## src/rtl/des_pkg.sv

```systemverilog
// rtl/des_pkg.sv - DES tables, permutation helpers and FSM state type.
// Table entries use DES numbering: bit 1 is the MSB of the source word.
package des_pkg;

  typedef enum logic [1:0] {S_IDLE, S_ROUND, S_DONE} state_e;

  localparam int IP_T [64] = '{
    58, 50, 42, 34, 26, 18, 10, 2, 60, 52, 44, 36, 28, 20, 12, 4,
    62, 54, 46, 38, 30, 22, 14, 6, 64, 56, 48, 40, 32, 24, 16, 8,
    57, 49, 41, 33, 25, 17,  9, 1, 59, 51, 43, 35, 27, 19, 11, 3,
    61, 53, 45, 37, 29, 21, 13, 5, 63, 55, 47, 39, 31, 23, 15, 7};

  localparam int FP_T [64] = '{
    40, 8, 48, 16, 56, 24, 64, 32, 39, 7, 47, 15, 55, 23, 63, 31,
    38, 6, 46, 14, 54, 22, 62, 30, 37, 5, 45, 13, 53, 21, 61, 29,
    36, 4, 44, 12, 52, 20, 60, 28, 35, 3, 43, 11, 51, 19, 59, 27,
    34, 2, 42, 10, 50, 18, 58, 26, 33, 1, 41,  9, 49, 17, 57, 25};

  localparam int E_T [48] = '{
    32,  1,  2,  3,  4,  5,  4,  5,  6,  7,  8,  9,
     8,  9, 10, 11, 12, 13, 12, 13, 14, 15, 16, 17,
    16, 17, 18, 19, 20, 21, 20, 21, 22, 23, 24, 25,
    24, 25, 26, 27, 28, 29, 28, 29, 30, 31, 32,  1};

  localparam int P_T [32] = '{
    16,  7, 20, 21, 29, 12, 28, 17,  1, 15, 23, 26,  5, 18, 31, 10,
     2,  8, 24, 14, 32, 27,  3,  9, 19, 13, 30,  6, 22, 11,  4, 25};

  localparam int PC1_T [56] = '{
    57, 49, 41, 33, 25, 17,  9,  1, 58, 50, 42, 34, 26, 18,
    10,  2, 59, 51, 43, 35, 27, 19, 11,  3, 60, 52, 44, 36,
    63, 55, 47, 39, 31, 23, 15,  7, 62, 54, 46, 38, 30, 22,
    14,  6, 61, 53, 45, 37, 29, 21, 13,  5, 28, 20, 12,  4};

  localparam int PC2_T [48] = '{
    14, 17, 11, 24,  1,  5,  3, 28, 15,  6, 21, 10,
    23, 19, 12,  4, 26,  8, 16,  7, 27, 20, 13,  2,
    41, 52, 31, 37, 47, 55, 30, 40, 51, 45, 33, 48,
    44, 49, 39, 56, 34, 53, 46, 42, 50, 36, 29, 32};

  // Row-major: entry index = row * 16 + column.
  localparam int SBOX_T [8][64] = '{
    '{14, 4, 13, 1, 2, 15, 11, 8, 3, 10, 6, 12, 5, 9, 0, 7,
      0, 15, 7, 4, 14, 2, 13, 1, 10, 6, 12, 11, 9, 5, 3, 8,
      4, 1, 14, 8, 13, 6, 2, 11, 15, 12, 9, 7, 3, 10, 5, 0,
      15, 12, 8, 2, 4, 9, 1, 7, 5, 11, 3, 14, 10, 0, 6, 13},
    '{15, 1, 8, 14, 6, 11, 3, 4, 9, 7, 2, 13, 12, 0, 5, 10,
      3, 13, 4, 7, 15, 2, 8, 14, 12, 0, 1, 10, 6, 9, 11, 5,
      0, 14, 7, 11, 10, 4, 13, 1, 5, 8, 12, 6, 9, 3, 2, 15,
      13, 8, 10, 1, 3, 15, 4, 2, 11, 6, 7, 12, 0, 5, 14, 9},
    '{10, 0, 9, 14, 6, 3, 15, 5, 1, 13, 12, 7, 11, 4, 2, 8,
      13, 7, 0, 9, 3, 4, 6, 10, 2, 8, 5, 14, 12, 11, 15, 1,
      13, 6, 4, 9, 8, 15, 3, 0, 11, 1, 2, 12, 5, 10, 14, 7,
      1, 10, 13, 0, 6, 9, 8, 7, 4, 15, 14, 3, 11, 5, 2, 12},
    '{7, 13, 14, 3, 0, 6, 9, 10, 1, 2, 8, 5, 11, 12, 4, 15,
      13, 8, 11, 5, 6, 15, 0, 3, 4, 7, 2, 12, 1, 10, 14, 9,
      10, 6, 9, 0, 12, 11, 7, 13, 15, 1, 3, 14, 5, 2, 8, 4,
      3, 15, 0, 6, 10, 1, 13, 8, 9, 4, 5, 11, 12, 7, 2, 14},
    '{2, 12, 4, 1, 7, 10, 11, 6, 8, 5, 3, 15, 13, 0, 14, 9,
      14, 11, 2, 12, 4, 7, 13, 1, 5, 0, 15, 10, 3, 9, 8, 6,
      4, 2, 1, 11, 10, 13, 7, 8, 15, 9, 12, 5, 6, 3, 0, 14,
      11, 8, 12, 7, 1, 14, 2, 13, 6, 15, 0, 9, 10, 4, 5, 3},
    '{12, 1, 10, 15, 9, 2, 6, 8, 0, 13, 3, 4, 14, 7, 5, 11,
      10, 15, 4, 2, 7, 12, 9, 5, 6, 1, 13, 14, 0, 11, 3, 8,
      9, 14, 15, 5, 2, 8, 12, 3, 7, 0, 4, 10, 1, 13, 11, 6,
      4, 3, 2, 12, 9, 5, 15, 10, 11, 14, 1, 7, 6, 0, 8, 13},
    '{4, 11, 2, 14, 15, 0, 8, 13, 3, 12, 9, 7, 5, 10, 6, 1,
      13, 0, 11, 7, 4, 9, 1, 10, 14, 3, 5, 12, 2, 15, 8, 6,
      1, 4, 11, 13, 12, 3, 7, 14, 10, 15, 6, 8, 0, 5, 9, 2,
      6, 11, 13, 8, 1, 4, 10, 7, 9, 5, 0, 15, 14, 2, 3, 12},
    '{13, 2, 8, 4, 6, 15, 11, 1, 10, 9, 3, 14, 5, 0, 12, 7,
      1, 15, 13, 8, 10, 3, 7, 4, 12, 5, 6, 11, 0, 14, 9, 2,
      7, 11, 4, 1, 9, 12, 14, 2, 0, 6, 10, 13, 15, 3, 5, 8,
      2, 1, 14, 7, 4, 10, 8, 13, 15, 12, 9, 0, 3, 5, 6, 11}};

  // Right rotation of C and D before decrypt round r+1 (the encrypt shifts replayed backwards).
  localparam int RSHIFT_T [16] = '{0, 1, 2, 2, 2, 2, 2, 2, 1, 2, 2, 2, 2, 2, 2, 1};

  function automatic logic [63:0] ip(input logic [63:0] x);
    logic [63:0] y;
    y = '0;
    for (int i = 0; i < 64; i++) y[6'(63 - i)] = x[6'(64 - IP_T[6'(i)])];
    return y;
  endfunction

  function automatic logic [63:0] fp(input logic [63:0] x);
    logic [63:0] y;
    y = '0;
    for (int i = 0; i < 64; i++) y[6'(63 - i)] = x[6'(64 - FP_T[6'(i)])];
    return y;
  endfunction

  function automatic logic [47:0] e_exp(input logic [31:0] x);
    logic [47:0] y;
    y = '0;
    for (int i = 0; i < 48; i++) y[6'(47 - i)] = x[5'(32 - E_T[6'(i)])];
    return y;
  endfunction

  function automatic logic [31:0] p_perm(input logic [31:0] x);
    logic [31:0] y;
    y = '0;
    for (int i = 0; i < 32; i++) y[5'(31 - i)] = x[5'(32 - P_T[5'(i)])];
    return y;
  endfunction

  function automatic logic [55:0] pc1(input logic [63:0] k);
    logic [55:0] y;
    y = '0;
    for (int i = 0; i < 56; i++) y[6'(55 - i)] = k[6'(64 - PC1_T[6'(i)])];
    return y;
  endfunction

  function automatic logic [47:0] pc2(input logic [55:0] cd);
    logic [47:0] y;
    y = '0;
    for (int i = 0; i < 48; i++) y[6'(47 - i)] = cd[6'(56 - PC2_T[6'(i)])];
    return y;
  endfunction

  function automatic logic [31:0] s_sub(input logic [47:0] x);
    logic [31:0] y;
    logic [5:0]  six;
    y = '0;
    for (int b = 0; b < 8; b++) begin
      six = x[6'(47 - 6 * b) -: 6];
      y[5'(31 - 4 * b) -: 4] = 4'(SBOX_T[3'(b)][{six[5], six[0], six[4:1]}]);
    end
    return y;
  endfunction

  function automatic logic [27:0] rotr28(input logic [27:0] x, input logic [1:0] n);
    case (n)
      2'd1:    return {x[0], x[27:1]};
      2'd2:    return {x[1:0], x[27:2]};
      default: return x;
    endcase
  endfunction

  function automatic logic [55:0] cd_step(input logic [55:0] cd, input logic [3:0] round);
    logic [1:0] n;
    n = 2'(RSHIFT_T[round]);
    return {rotr28(cd[55:28], n), rotr28(cd[27:0], n)};
  endfunction

endpackage

```

## src/rtl/des_round.sv

```systemverilog
// rtl/des_round.sv - one combinational DES Feistel round, shared by encrypt and decrypt.
module des_round
  import des_pkg::*;
(
  input  logic [31:0] l_in,
  input  logic [31:0] r_in,
  input  logic [47:0] subkey,
  output logic [31:0] l_out,
  output logic [31:0] r_out
);

  assign l_out = r_in;
  assign r_out = l_in ^ p_perm(s_sub(e_exp(r_in) ^ subkey));

endmodule

```

## src/rtl/des_decrypt_core.sv

```systemverilog
// rtl/des_decrypt_core.sv - iterative DES decryption, ROUNDS_PER_CYCLE rounds per clock.
// Subkeys come from right-rotating PC1(key), so no subkey table is stored.
module des_decrypt_core
  import des_pkg::*;
#(
  parameter int ROUNDS_PER_CYCLE = 1
) (
  input  logic        clk,
  input  logic        rst,
  input  logic        in_valid,
  output logic        in_ready,
  input  logic [63:0] in_data,
  input  logic [63:0] in_key,
  output logic        out_valid,
  input  logic        out_ready,
  output logic [63:0] out_data,
  output logic        busy
);

  localparam int RPC = ROUNDS_PER_CYCLE;

  if (RPC != 1 && RPC != 2 && RPC != 4 && RPC != 8 && RPC != 16) begin : g_bad_rpc
    $error("des_decrypt_core: ROUNDS_PER_CYCLE=%0d, must be 1, 2, 4, 8 or 16", RPC);
  end

  state_e      state_q, state_d;
  logic [3:0]  round_cnt_q, round_cnt_d;
  logic [31:0] l_q, l_d, r_q, r_d;
  logic [55:0] cd_q, cd_d;
  logic [63:0] out_data_q, out_data_d;
  logic [63:0] ip_block;
  logic        accept;
  logic        last_round;

  logic [31:0] l_s  [RPC+1];
  logic [31:0] r_s  [RPC+1];
  logic [55:0] cd_s [RPC+1];

  assign accept     = in_valid && (state_q == S_IDLE);
  assign last_round = (5'(round_cnt_q) + 5'(RPC)) == 5'd16;

  assign l_s[0]  = l_q;
  assign r_s[0]  = r_q;
  assign cd_s[0] = cd_q;

  for (genvar j = 0; j < RPC; j++) begin : g_round
    assign cd_s[j+1] = cd_step(cd_s[j], round_cnt_q + 4'(j));
    des_round u_round (
      .l_in   (l_s[j]),
      .r_in   (r_s[j]),
      .subkey (pc2(cd_s[j+1])),
      .l_out  (l_s[j+1]),
      .r_out  (r_s[j+1])
    );
  end

  always_ff @(posedge clk or posedge rst) begin
    if (rst) state_q <= S_IDLE;
    else     state_q <= state_d;
  end

  always_comb begin
    state_d = state_q;
    case (state_q)
      S_IDLE:  if (in_valid)   state_d = S_ROUND;
      S_ROUND: if (last_round) state_d = S_DONE;
      S_DONE:  if (out_ready)  state_d = S_IDLE;
      default:                 state_d = S_IDLE;
    endcase
  end

  always_comb begin
    in_ready  = (state_q == S_IDLE);
    out_valid = (state_q == S_DONE);
    busy      = (state_q != S_IDLE);
  end

  always_comb begin
    l_d         = l_q;
    r_d         = r_q;
    cd_d        = cd_q;
    round_cnt_d = round_cnt_q;
    out_data_d  = out_data_q;
    ip_block    = ip(in_data);
    if (accept) begin
      l_d         = ip_block[63:32];
      r_d         = ip_block[31:0];
      cd_d        = pc1(in_key);
      round_cnt_d = '0;
    end else if (state_q == S_ROUND) begin
      l_d         = l_s[RPC];
      r_d         = r_s[RPC];
      cd_d        = cd_s[RPC];
      round_cnt_d = round_cnt_q + 4'(RPC);
      // Output swap R16 || L16 undoes the swap of the last round.
      if (last_round) out_data_d = fp({r_s[RPC], l_s[RPC]});
    end
  end

  always_ff @(posedge clk or posedge rst) begin
    if (rst) begin
      l_q         <= '0;
      r_q         <= '0;
      cd_q        <= '0;
      round_cnt_q <= '0;
      out_data_q  <= '0;
    end else begin
      l_q         <= l_d;
      r_q         <= r_d;
      cd_q        <= cd_d;
      round_cnt_q <= round_cnt_d;
      out_data_q  <= out_data_d;
    end
  end

  assign out_data = out_data_q;

endmodule

```

## config.mk

```make
export PLATFORM = sky130hd
export DESIGN_NAME = des_decrypt_core
export DESIGN_NICKNAME = d
export VERILOG_FILES = /design/src/rtl/des_pkg.sv /design/src/rtl/des_round.sv /design/src/rtl/des_decrypt_core.sv
export SDC_FILE = /design/constraint.sdc
export NUM_CORES = 1
export LEC_CHECK = 0
export ABC_AREA = 1
export BUFFER_PORTS_ARGS = -buffer_cell sky130_fd_sc_hd__buf_2
export CAP_MARGIN = 20
export CELL_PAD_IN_SITES_DETAIL_PLACEMENT = 0
export CELL_PAD_IN_SITES_GLOBAL_PLACEMENT = 2
export CORE_ASPECT_RATIO = 1.75
export CORE_UTILIZATION = 10
export DETAILED_ROUTE_END_ITERATION = 7
export PLACE_DENSITY = 0.95
export SYNTH_ARGS = -nofsm -noshare
export SYNTH_HDL_FRONTEND = slang
export SYNTH_SLANG_ARGS = --single-unit
```

## constraint.sdc

```tcl
create_clock -name clk -period 1.38 [get_ports clk]
set_input_delay 0.276 -clock clk [delete_from_list [all_inputs] [get_ports clk]]
set_output_delay 0.276 -clock clk [all_outputs]
set_load 0.02 [all_outputs]
```

==> results.rst <==
.. list-table::
   :header-rows: 1

   * - Metric
     - Value
   * - Period Utilization, post-route
     - 0.942
   * - Period minus WS final
     - 1.30 ns
   * - Maximum cell stage delay along the critical path
     - 0.41 ns
   * - Vias after detailed routing
     - 494
   * - Most frequent cells after synthesis
     - buf_4, nand2_1, inv_1
   * - Reported max-cap violation count
     - 0
   * - Starting utilization of the core area
     - 0.104
   * - Clock tree from TritonCTS
     - yes
   * - Setup slack at placement
     - 0.258 ns
   * - Most used standard cell by instance count after synthesis
     - buf_4
   * - Filler cell count
     - 932
   * - Global-route wire length before repair
     - 1400 um
   * - Post-route DRC
     - 16
   * - Die area
     - 8640 sq um
   * - DIE WIDTH
     - 70.7 um
   * - Clk_skew
     - 0.000207 ns
   * - Min setup slack post-route
     - 0.0798 ns
   * - Largest buffer count on any clock path
     - 2
   * - Clock latency on the worst-skew pair
     - 0.23 ns
   * - Fraction of final layout cells with drive strength greater than 1
     - 0.118
   * - Static leakage
     - 0.000471 uW
   * - Area of the placeable core
     - 7960 sq um
   * - Post-route total power
     - 1210 uW
   * - Total setup buffers inserted after CTS
     - 0
   * - Flops & latches, synth
     - 6
   * - Dpl cell area
     - 724 sq um
   * - Clock edge transition at the registers on the reported setup and hold paths
     - 0.03 ns
   * - Min-delay src
     - in_valid
   * - Number of cells on the worst reg-to-reg path
     - 5
   * - Synthesized area per cell
     - 7.51 sq um
   * - Worst-path maximum fanout
     - 4
   * - Peak supply drop
     - 317 uV
   * - R2R setup slack
     - 0.32 ns
   * - End point of the critical path
     - busy
   * - Number of detailed-route iterations in the first pass
     - 7
   * - Cell chosen for the clock root
     - clkbuf_16
   * - Clock H-tree levels
     - 1
   * - Number of DRC violations after detailed-routing iteration 0
     - 24
   * - Synth Warn #
     - 0
   * - Dominant register cell in the synthesized netlist
     - dfrtp_1
   * - Final antenna diode count
     - 0
   * - Post-Place Cells
     - 205
   * - Standard-cell row count
     - 43
   * - Dominant cells by area after synthesis
     - buf_4, dfrtp_1, nand2_1
   * - Num CTS Buffers
     - 3
   * - Summed instance area of the synthesized netlist
     - 826 sq um
   * - Power density normalized to cell area
     - 1490 nW/um^2
   * - Worst path slowest cell
     - dfrtp_1
   * - Reg2reg start
     - round_cnt_q[0]
   * - CP required
     - 1.10 ns
   * - EDFF count, synth
     - 0
   * - Endpoint class of the critical path
     - output pin
   * - Worst path arrival time
     - 1.02 ns
   * - Drt total wl
     - 911 um
   * - Hold violation total from the final report
     - 0
   * - Terminus of the critical flop-to-flop path
     - state_q[1]
   * - Startpoint of the most critical setup path
     - state_q[0]
   * - Hold Path Class
     - in2reg
   * - Setup Crit Path Kind
     - reg2out
   * - Post-layout net count
     - 255
   * - Hold Crit Depth
     - 3
   * - CP Cell Sequence
     - nor2_2 -> inv_1 -> buf_2
   * - Pins Over Slew Limit
     - 0
   * - Category of the worst setup path launch point
     - register
   * - Async SR Flop Fraction
     - 1.00
   * - Top-area cell type share of the netlist area
     - 0.582
   * - Overall die height
     - 122 um
   * - I/O pins
     - 199
   * - Setup repair after global routing missed its margin
     - yes
   * - Achievable frequency
     - 769 MHz
   * - I/O Buffers
     - 6
   * - Area Overhead vs Synth
     - -1.52%
   * - Total Routing Usage GR
     - 0.0219
   * - Result of the run
     - finished with violations
   * - Number of library cell types mapped by synthesis
     - 15
   * - HPWL Detailed
     - 731 um
   * - Final RePlAce weighted congestion
     - 0.727
   * - Post-synthesis cell count
     - 110
   * - Largest net degree at the start of global routing
     - 7
   * - Vias in the first global route
     - 360
   * - Total overflow reported by the global router
     - 0
   * - Failing checks
     - DRC
   * - Detail Route Antenna Nets
     - 0
   * - Initial antenna violation count
     - 0
   * - Post-route cell area
     - 813 sq um
   * - Post-detailed-route wirelength per cell
     - 4.36 um
   * - Non-filler cells, final
     - 209
   * - Final setup violation count
     - 0
   * - Number of sinks handled by clock tree synthesis
     - 6
   * - Cell accounting for the most synthesized area
     - buf_4
   * - Per-cell via count in the routed design
     - 2.36
   * - Sequential-to-total area share from yosys stat
     - 0.182
==> repair_timing <==
item | CTS | global route
hold buffers | 1 | 0
gates resized for setup | 0 | 2
setup endpoints to repair | 0 | 2
hold endpoints to repair | 6 | 0
==> sequential cells by signal, summed over array words and instances, names as in the netlist <==
signal and flops:
round_cnt_q 4, state_q 2
==> cell families after synthesis <==
group,count (synthesis),synth area share
AND/OR/NAND/NOR,24,0.133
adder cells (fa/ha/maj),2,0.0303
buffers and inverters,73,0.623
AO/OA/AOI/OAI,4,0.0273
flip-flops,6,0.182
other,1,0.00454
==> power by group <==
group / switching, uW / internal [uW]
Sequential: 73.4 / 245
Clock: 101 / 372
Combinational: 310 / 109
==> worst min path at each step <==
stage / to / slack (ns)
after floorplan: round_cnt_q[0] / 0.07
after global placement: round_cnt_q[0] / 0.20
after detailed placement: round_cnt_q[0] / 0.21
after CTS: state_q[0] / 0.28
after global routing: state_q[0] / 0.30
final: state_q[0] / 0.28
==> placed cells by master (no fill, tap or decap), types with 2 or more instances in the layout <==
cell	Yosys	layout
conb_1	1	64
clkbuf_16	0	3
inv_1	8	8
buf_2	0	6
dfrtp_1	6	5
o21ai_1	2	2
ha_1	2	2
nand4_1	2	2
nor2_1	3	2
nand2_1	16	16
==> critical path, delay by kind of cell (launching register included) <==
family	cells	cell delay, ns
buf+inv	2	0.20
flops	1	0.41
simple gates	1	0.18
==> area by class of cell <==
type                            count  area [sq um]  share of cell area
Timing Repair Buffer                7          40.0              0.0492
Inverter                            9          33.8              0.0415
Sequential cell                     6           151               0.186
Multi-Input combinational cell     94           400               0.492
Clock buffer                        3          75.1              0.0923
Tap cell                           90           113               0.138
==> per-layer routing <==
metal	global-route usage	up-vias	share of wire
met5	0	-	0
met4	0.0225	0	0.035
met3	0.00821	3	0.23
met2	0.0367	69	0.39
met1	0.0195	199	0.34
li1	-	223	-
==> metrics by stage <==
stage | setup TNS (ns) | util | hold slack (ns)
after global routing | -0.00966 | 0.102 | 0.302
after CTS | 0 | 0.102 | 0.279
final | 0 | 0.102 | 0.279
after global placement | 0 | 0.0910 | 0.201
after detailed placement | 0 | 0.0910 | 0.213
after floorplan | 0 | - | 0.0670
(Power assumes the default switching activity.)
